<file path="config.mk">
export PLATFORM = sky130hd
export DESIGN_NAME = chnl_tx
export DESIGN_NICKNAME = d
export VERILOG_FILES = /design/src/rtl/chnl_pkg.sv /design/src/rtl/chnl_tx_repacker.sv /design/src/rtl/chnl_tx.sv
export SDC_FILE = /design/constraint.sdc
export NUM_CORES = 1
export LEC_CHECK = 0
export CORE_UTILIZATION = 46
export DETAILED_ROUTE_END_ITERATION = 6
export PLACE_DENSITY = 0.79
export REMOVE_ABC_BUFFERS = 1
export SLEW_MARGIN = 30
export SYNTH_ARGS = -nofsm -noshare
export SYNTH_HDL_FRONTEND = slang
export SYNTH_SLANG_ARGS = --single-unit
</file>
<file path="constraint.sdc">
create_clock -name clk -period 3.1 [get_ports clk]
set_input_delay 0.465 -clock clk [delete_from_list [all_inputs] [get_ports clk]]
set_output_delay 0.465 -clock clk [all_outputs]
set_load 0.1 [all_outputs]
</file>
<file path="src/rtl/chnl_pkg.sv">
// Constants shared by the Riffa channel endpoints (chnl_rx / chnl_tx).
package chnl_pkg;

  localparam int RIFFA_WORD_W = 32;

  localparam logic [30:0] CHNL_TX_OFF_DEF  = 31'd0;
  localparam logic        CHNL_TX_LAST_DEF = 1'b1;

endpackage

</file>
<file path="src/rtl/chnl_tx_repacker.sv">
// Width converter: IN chunks of W bits in, OUT chunks out, lowest chunk first.
// The output is taken straight from the holding register, so it stays put while stalled.
module repacker #(
  parameter int IN  = 1,
  parameter int OUT = 2,
  parameter int W   = 32
) (
  input  logic               clk,
  input  logic               rst_ni,
  input  logic               in_val,
  output logic               in_rdy,
  input  logic [IN*W-1:0]    in_data,
  output logic               out_val,
  input  logic               out_rdy,
  output logic [OUT*W-1:0]   out_data
);

  localparam int CAP = IN + OUT;
  localparam int CW  = $clog2(CAP + 1);

  logic [CAP*W-1:0] buf_q, buf_nxt;
  logic [CW-1:0]    cnt_q, cnt_nxt, base;
  logic             push, pop;

  // Readiness depends only on stored occupancy; gated so it reads 0 in reset.
  assign in_rdy   = rst_ni && (cnt_q <= CW'(CAP - IN));
  assign out_val  = (cnt_q >= CW'(OUT));
  assign out_data = buf_q[OUT*W-1:0];

  always_comb begin
    push    = in_val && in_rdy;
    pop     = out_val && out_rdy;
    buf_nxt = pop ? (buf_q >> (OUT*W)) : buf_q;
    base    = pop ? (cnt_q - CW'(OUT)) : cnt_q;
    cnt_nxt = base + (push ? CW'(IN) : '0);
    if (push) begin
      for (int k = 0; k < CAP; k++) begin
        if (k >= int'(base) && k < int'(base) + IN)
          buf_nxt[k*W +: W] = in_data[(k - int'(base))*W +: W];
      end
    end
  end

  always_ff @(posedge clk or negedge rst_ni) begin
    if (!rst_ni) begin
      buf_q <= '0;
      cnt_q <= '0;
    end else begin
      buf_q <= buf_nxt;
      cnt_q <= cnt_nxt;
    end
  end

endmodule

</file>
<file path="src/rtl/chnl_tx.sv">
// Unbuffered Riffa TX channel: repacks the input stream to PCIe-width beats and
// sends them as fixed TX_LEN-word transactions (request, ack, then BEATS beats).
module chnl_tx
  import chnl_pkg::*;
#(
  parameter int C_PCI_DATA_WIDTH = 32,
  parameter int TX_WIDTH         = 32,
  parameter int GCD              = 32,
  parameter int TX_LEN           = 32
) (
  input  logic                        clk,
  input  logic                        rst_n,
  input  logic                        i_val,
  output logic                        i_rdy,
  input  logic [TX_WIDTH-1:0]         i_data,
  output logic                        CHNL_TX_CLK,
  output logic                        CHNL_TX,
  input  logic                        CHNL_TX_ACK,
  output logic                        CHNL_TX_LAST,
  output logic [31:0]                 CHNL_TX_LEN,
  output logic [30:0]                 CHNL_TX_OFF,
  output logic [C_PCI_DATA_WIDTH-1:0] CHNL_TX_DATA,
  output logic                        CHNL_TX_DATA_VALID,
  input  logic                        CHNL_TX_DATA_REN
);

  localparam int BEATS = TX_LEN * RIFFA_WORD_W / C_PCI_DATA_WIDTH;
  localparam int CNT_W = $clog2(BEATS + 1);
  localparam logic [CNT_W-1:0] LAST_BEAT = CNT_W'(BEATS - 1);

  typedef enum logic [1:0] {S_IDLE, S_REQ, S_SEND} state_t;

  state_t                      state_q, state_nxt;
  logic [CNT_W-1:0]            cnt_q, cnt_nxt;
  logic                        rp_val, rp_rdy, beat;
  logic [C_PCI_DATA_WIDTH-1:0] rp_data;

  repacker #(
    .IN  (TX_WIDTH / GCD),
    .OUT (C_PCI_DATA_WIDTH / GCD),
    .W   (GCD)
  ) u_repacker (
    .clk      (clk),
    .rst_ni   (rst_n),
    .in_val   (i_val),
    .in_rdy   (i_rdy),
    .in_data  (i_data),
    .out_val  (rp_val),
    .out_rdy  (rp_rdy),
    .out_data (rp_data)
  );

  assign CHNL_TX_CLK  = clk;
  assign CHNL_TX_LAST = CHNL_TX_LAST_DEF;
  assign CHNL_TX_LEN  = 32'(TX_LEN);
  assign CHNL_TX_OFF  = CHNL_TX_OFF_DEF;
  assign CHNL_TX_DATA = rp_data;

  always_comb begin
    state_nxt          = state_q;
    cnt_nxt            = cnt_q;
    CHNL_TX            = 1'b0;
    CHNL_TX_DATA_VALID = 1'b0;
    rp_rdy             = 1'b0;
    beat               = 1'b0;
    unique case (state_q)
      S_IDLE: begin
        if (rp_val) state_nxt = S_REQ;
      end
      S_REQ: begin
        CHNL_TX = 1'b1;
        if (CHNL_TX_ACK) begin
          state_nxt = S_SEND;
          cnt_nxt   = '0;
        end
      end
      S_SEND: begin
        CHNL_TX            = 1'b1;
        CHNL_TX_DATA_VALID = rp_val;
        rp_rdy             = CHNL_TX_DATA_REN;
        beat               = rp_val && CHNL_TX_DATA_REN;
        if (beat) begin
          cnt_nxt = cnt_q + 1'b1;
          if (cnt_q == LAST_BEAT) state_nxt = S_IDLE;
        end
      end
      default: state_nxt = S_IDLE;
    endcase
  end

  always_ff @(posedge clk or negedge rst_n) begin
    if (!rst_n) begin
      state_q <= S_IDLE;
      cnt_q   <= '0;
    end else begin
      state_q <= state_nxt;
      cnt_q   <= cnt_nxt;
    end
  end

endmodule
</file>
==> metrics.txt <==
# TYPE chip_impl_metric gauge
chip_impl_metric{name="power.switching_fraction",unit=""} 0.544
chip_impl_metric{name="cell_internal_pwr",unit="mW"} 2.34
chip_impl_metric{name="critical_path.max_fanout",unit=""} 2
chip_impl_metric{name="finalSetupViolations",unit=""} 0
chip_impl_info{name="crit_family",value="buffers and inverters"} 1
chip_impl_info{name="hp-class",value="input pin to async pin"} 1
chip_impl_metric{name="flow.area_growth_from_synthesis",unit="%"} 11.0
chip_impl_metric{name="final.setup_skew",unit="ns"} 0.0141
chip_impl_info{name="cells_along_the_critical_path",value="clkbuf_8, clkbuf_8, dlygate4sd2_1"} 1
chip_impl_info{name="postSynth.topFlopCell",value="dfrtp_1"} 1
chip_impl_metric{name="switchingPower",unit="mW"} 2.79
chip_impl_metric{name="detailed_place_hpwl",unit="um"} 5850
chip_impl_metric{name="timing.reg2reg.worst_path_depth",unit=""} 9
chip_impl_info{name="critical_path.startpoint_type",value="clock port"} 1
chip_impl_metric{name="portion_of_the_post_synthesis_area_used_by_sequential_elements",unit=""} 0.418
chip_impl_metric{name="synth.distinct_cells",unit=""} 39
chip_impl_metric{name="placeableCoreArea",unit="um^2"} 9280
chip_impl_metric{name="finalSetupTns",unit="ns"} 0
chip_impl_metric{name="async_reset_ff_frac",unit=""} 1.00
chip_impl_metric{name="power_frac_seq",unit=""} 0.271
chip_impl_metric{name="average_instance_area_after_synthesis",unit="um^2"} 8.86
chip_impl_info{name="rsz0062_at_grt",value="no"} 1
chip_impl_metric{name="yosys_warnings",unit=""} 0
chip_impl_metric{name="post_cts_buffers",unit=""} 0
chip_impl_metric{name="power.leakage",unit="nW"} 2.28
chip_impl_metric{name="floorplan.die.width",unit="um"} 100
chip_impl_metric{name="critical_path_buf_inv_count",unit=""} 3
chip_impl_info{name="tritoncts",value="done"} 1
chip_impl_metric{name="timing.critical_path.required",unit="ns"} 2.63
chip_impl_metric{name="number_of_optimization_iterations_in_the_first_detailed_route_pass",unit=""} 4
chip_impl_metric{name="final.setup.worst_slack",unit="ns"} 0.287
chip_impl_info{name="crit_path_class",value="clock port to output pin"} 1
chip_impl_metric{name="floorplan.rows",unit=""} 35
chip_impl_metric{name="place_inst",unit=""} 644
chip_impl_metric{name="grt_util_all_layers",unit=""} 0.186
chip_impl_metric{name="antenna_found_initial",unit=""} 0
chip_impl_metric{name="netlist_area",unit="um^2"} 4430
chip_impl_metric{name="p_clk_frac",unit=""} 0.185
chip_impl_metric{name="drtAntennaViolNets",unit=""} 0
chip_impl_metric{name="insertion_delay_to_the_later_sink_of_the_worst_skew_pair",unit="ns"} 0.45
chip_impl_metric{name="dr_vias",unit=""} 3312
chip_impl_metric{name="grt_pass1_vias",unit=""} 3070
chip_impl_metric{name="clk_transition_reported_paths",unit="ns"} 0.09
chip_impl_metric{name="fraction_of_final_layout_cells_with_drive_strength_greater_than_1",unit=""} 0.142
chip_impl_metric{name="dpl_worst_slack",unit="ns"} 0.145
chip_impl_metric{name="start_util",unit=""} 0.477
chip_impl_info{name="outcome",value="finished clean"} 1
chip_impl_metric{name="boundaryPins",unit=""} 137
chip_impl_metric{name="total_power",unit="mW"} 5.14
chip_impl_info{name="crit_path_frequent_cell",value="clkbuf_8"} 1
chip_impl_metric{name="yosys_reg_bits",unit=""} 74
chip_impl_metric{name="place_congestion",unit=""} 0.843
chip_impl_metric{name="final_net_count",unit=""} 578
chip_impl_metric{name="worst_path_largest_cell_delay",unit="ns"} 0.58
chip_impl_metric{name="grt_max_degree",unit=""} 61
chip_impl_metric{name="floorplan.die_area",unit="um^2"} 10000
chip_impl_metric{name="syn_inst",unit=""} 500
chip_impl_metric{name="max-cap-violations",unit=""} 0
chip_impl_metric{name="y_dimension_of_the_die",unit="um"} 100
chip_impl_metric{name="timing_worst_slew_pin_value",unit="ns"} 0.945
chip_impl_metric{name="port_buffers",unit=""} 72
chip_impl_metric{name="drt-initial-drc-count",unit=""} 212
chip_impl_metric{name="grt-ovfl-total",unit=""} 0
chip_impl_metric{name="vdd_drop_max",unit="V"} 0.000636
chip_impl_metric{name="cp.depth",unit=""} 3
chip_impl_metric{name="power_density",unit="nW/um^2"} 1040
chip_impl_metric{name="antenna-diode-count",unit=""} 0
chip_impl_metric{name="routed_wl",unit="um"} 8840
chip_impl_metric{name="crit_arrival",unit="ns"} 2.35
chip_impl_metric{name="final_hold_viol_count",unit=""} 0
chip_impl_metric{name="drc",unit=""} 0
chip_impl_metric{name="synth_edf_count",unit=""} 0
chip_impl_metric{name="wire_length_of_the_first_global_routing_pass",unit="um"} 14600
chip_impl_info{name="crit_slowest_cell",value="dlygate4sd2_1"} 1
chip_impl_metric{name="power_frac_comb",unit=""} 0.544
chip_impl_metric{name="final_cell_count_no_fill",unit=""} 664
chip_impl_metric{name="detail_route.wl_per_cell",unit="um"} 13.3
chip_impl_info{name="critical_path.endpoint_type",value="output pin"} 1
chip_impl_metric{name="detail_route.vias_per_cell",unit=""} 4.99
chip_impl_metric{name="max-slew-margin-rel",unit=""} 0.372
chip_impl_metric{name="drv_slew",unit=""} 0
==> cells in the final DEF (no fill, tap or decap), drive strengths merged, types with 2 or more instances in the layout <==
cell and n:
or4b 4, clkdlybuf4s50 35, inv 6, clkinv 3, a21oi 33, buf 46
xnor2 2, nand2 105, clkinvlp 2, and2b 2, nand2b 5, a31o 32
o21ai 35, clkbuf 13, dfrtp 74, and4 2, ha 11, a22o 2
nor2 2, nand4 3, conb 64, mux2 2, nand3 41
==> power groups by stage <==
stage | sequential [mW] | combinational [mW] | clock, mW
floorplan | 2.87 | 1.58 | 0
global placement | 1.40 | 2.75 | 0.127
detailed placement | 1.41 | 2.80 | 0.127
CTS | 1.39 | 2.81 | 0.976
global route | 1.43 | 2.98 | 1.02
finish | 1.39 | 2.79 | 0.951
==> metrics by stage <==
stage                util  hold WS [ns]  area, um^2
floorplan               -         0.169        3760
global placement    0.503         0.344        4670
detailed placement  0.503         0.347        4670
CTS                 0.530         0.419        4920
global route        0.530         0.440        4920
finish              0.530         0.421        4920
==> cell families after synthesis <==
group                    Yosys count  share of synthesized area
AO/OA/AOI/OAI                    103                      0.146
buffers and inverters            135                      0.208
multiplexers                       3                    0.00735
AND/OR/NAND/NOR                  170                      0.180
adder cells (fa/ha/maj)           11                     0.0311
flip-flops                        74                      0.418
XOR/XNOR                           2                    0.00820
other                              2                    0.00170
==> Yosys cell counts, types with 3 or more instances <==
cell / number / share of area
a21oi_1: 33 / 0.037
a31o_1: 30 / 0.059
buf_1: 4 / 0.0034
buf_2: 10 / 0.011
buf_4: 98 / 0.17
buf_6: 4 / 0.010
clkbuf_1: 12 / 0.010
dfrtp_1: 74 / 0.42
ha_1: 11 / 0.031
inv_1: 5 / 0.0042
nand2_1: 104 / 0.088
nand2b_1: 5 / 0.0071
nand3_1: 41 / 0.046
nand4_1: 3 / 0.0042
o21ai_0: 27 / 0.031
o21ai_1: 8 / 0.0090
or4b_1: 3 / 0.0068
==> registers in the layout (all words and copies together) (netlist names) <==
name              count
state_q               2
cnt_q                 6
u_repacker.cnt_q      2
u_repacker.buf_q     64
==> layout make-up <==
cell class / instances / area, um^2
well taps: 129 / 161
multi-input cells: 353 / 1900
flip-flops and latches: 74 / 1850
clock buffers: 14 / 178
fillers: 875 / 4370
repair buffers: 82 / 731
inverters: 6 / 25.0
clock inverters: 6 / 67.6
==> per-layer routing <==
layer | vias up | GRT usage | share of wire
met5 | - | 0 | 0
met4 | 0 | 0.0858 | 0.018
met3 | 13 | 0.0355 | 0.059
met2 | 138 | 0.305 | 0.48
met1 | 1576 | 0.240 | 0.45
li1 | 1585 | - | -
==> timing repair <==
action / CTS / global route
resized for setup: 1 / 0
endpoints found under the hold margin: 14 / 0
setup endpoints to repair: 1 / 0
hold buffers: 1 / 0
==> path summary, 6_finish.rpt <==
check	slack, ns	from	end
max in group asynchronous	1.63	rst_n	u_repacker.buf_q[60]
max reg2reg	0.37	u_repacker.cnt_q[0]	u_repacker.buf_q[1]
max	0.29	clk	CHNL_TX_CLK
min	0.42	rst_n	u_repacker.buf_q[15]
min reg2reg	0.52	u_repacker.buf_q[34]	u_repacker.buf_q[34]
min in group clk	0.52	u_repacker.buf_q[34]	u_repacker.buf_q[34]
Power figures use the tool's default switching activity.
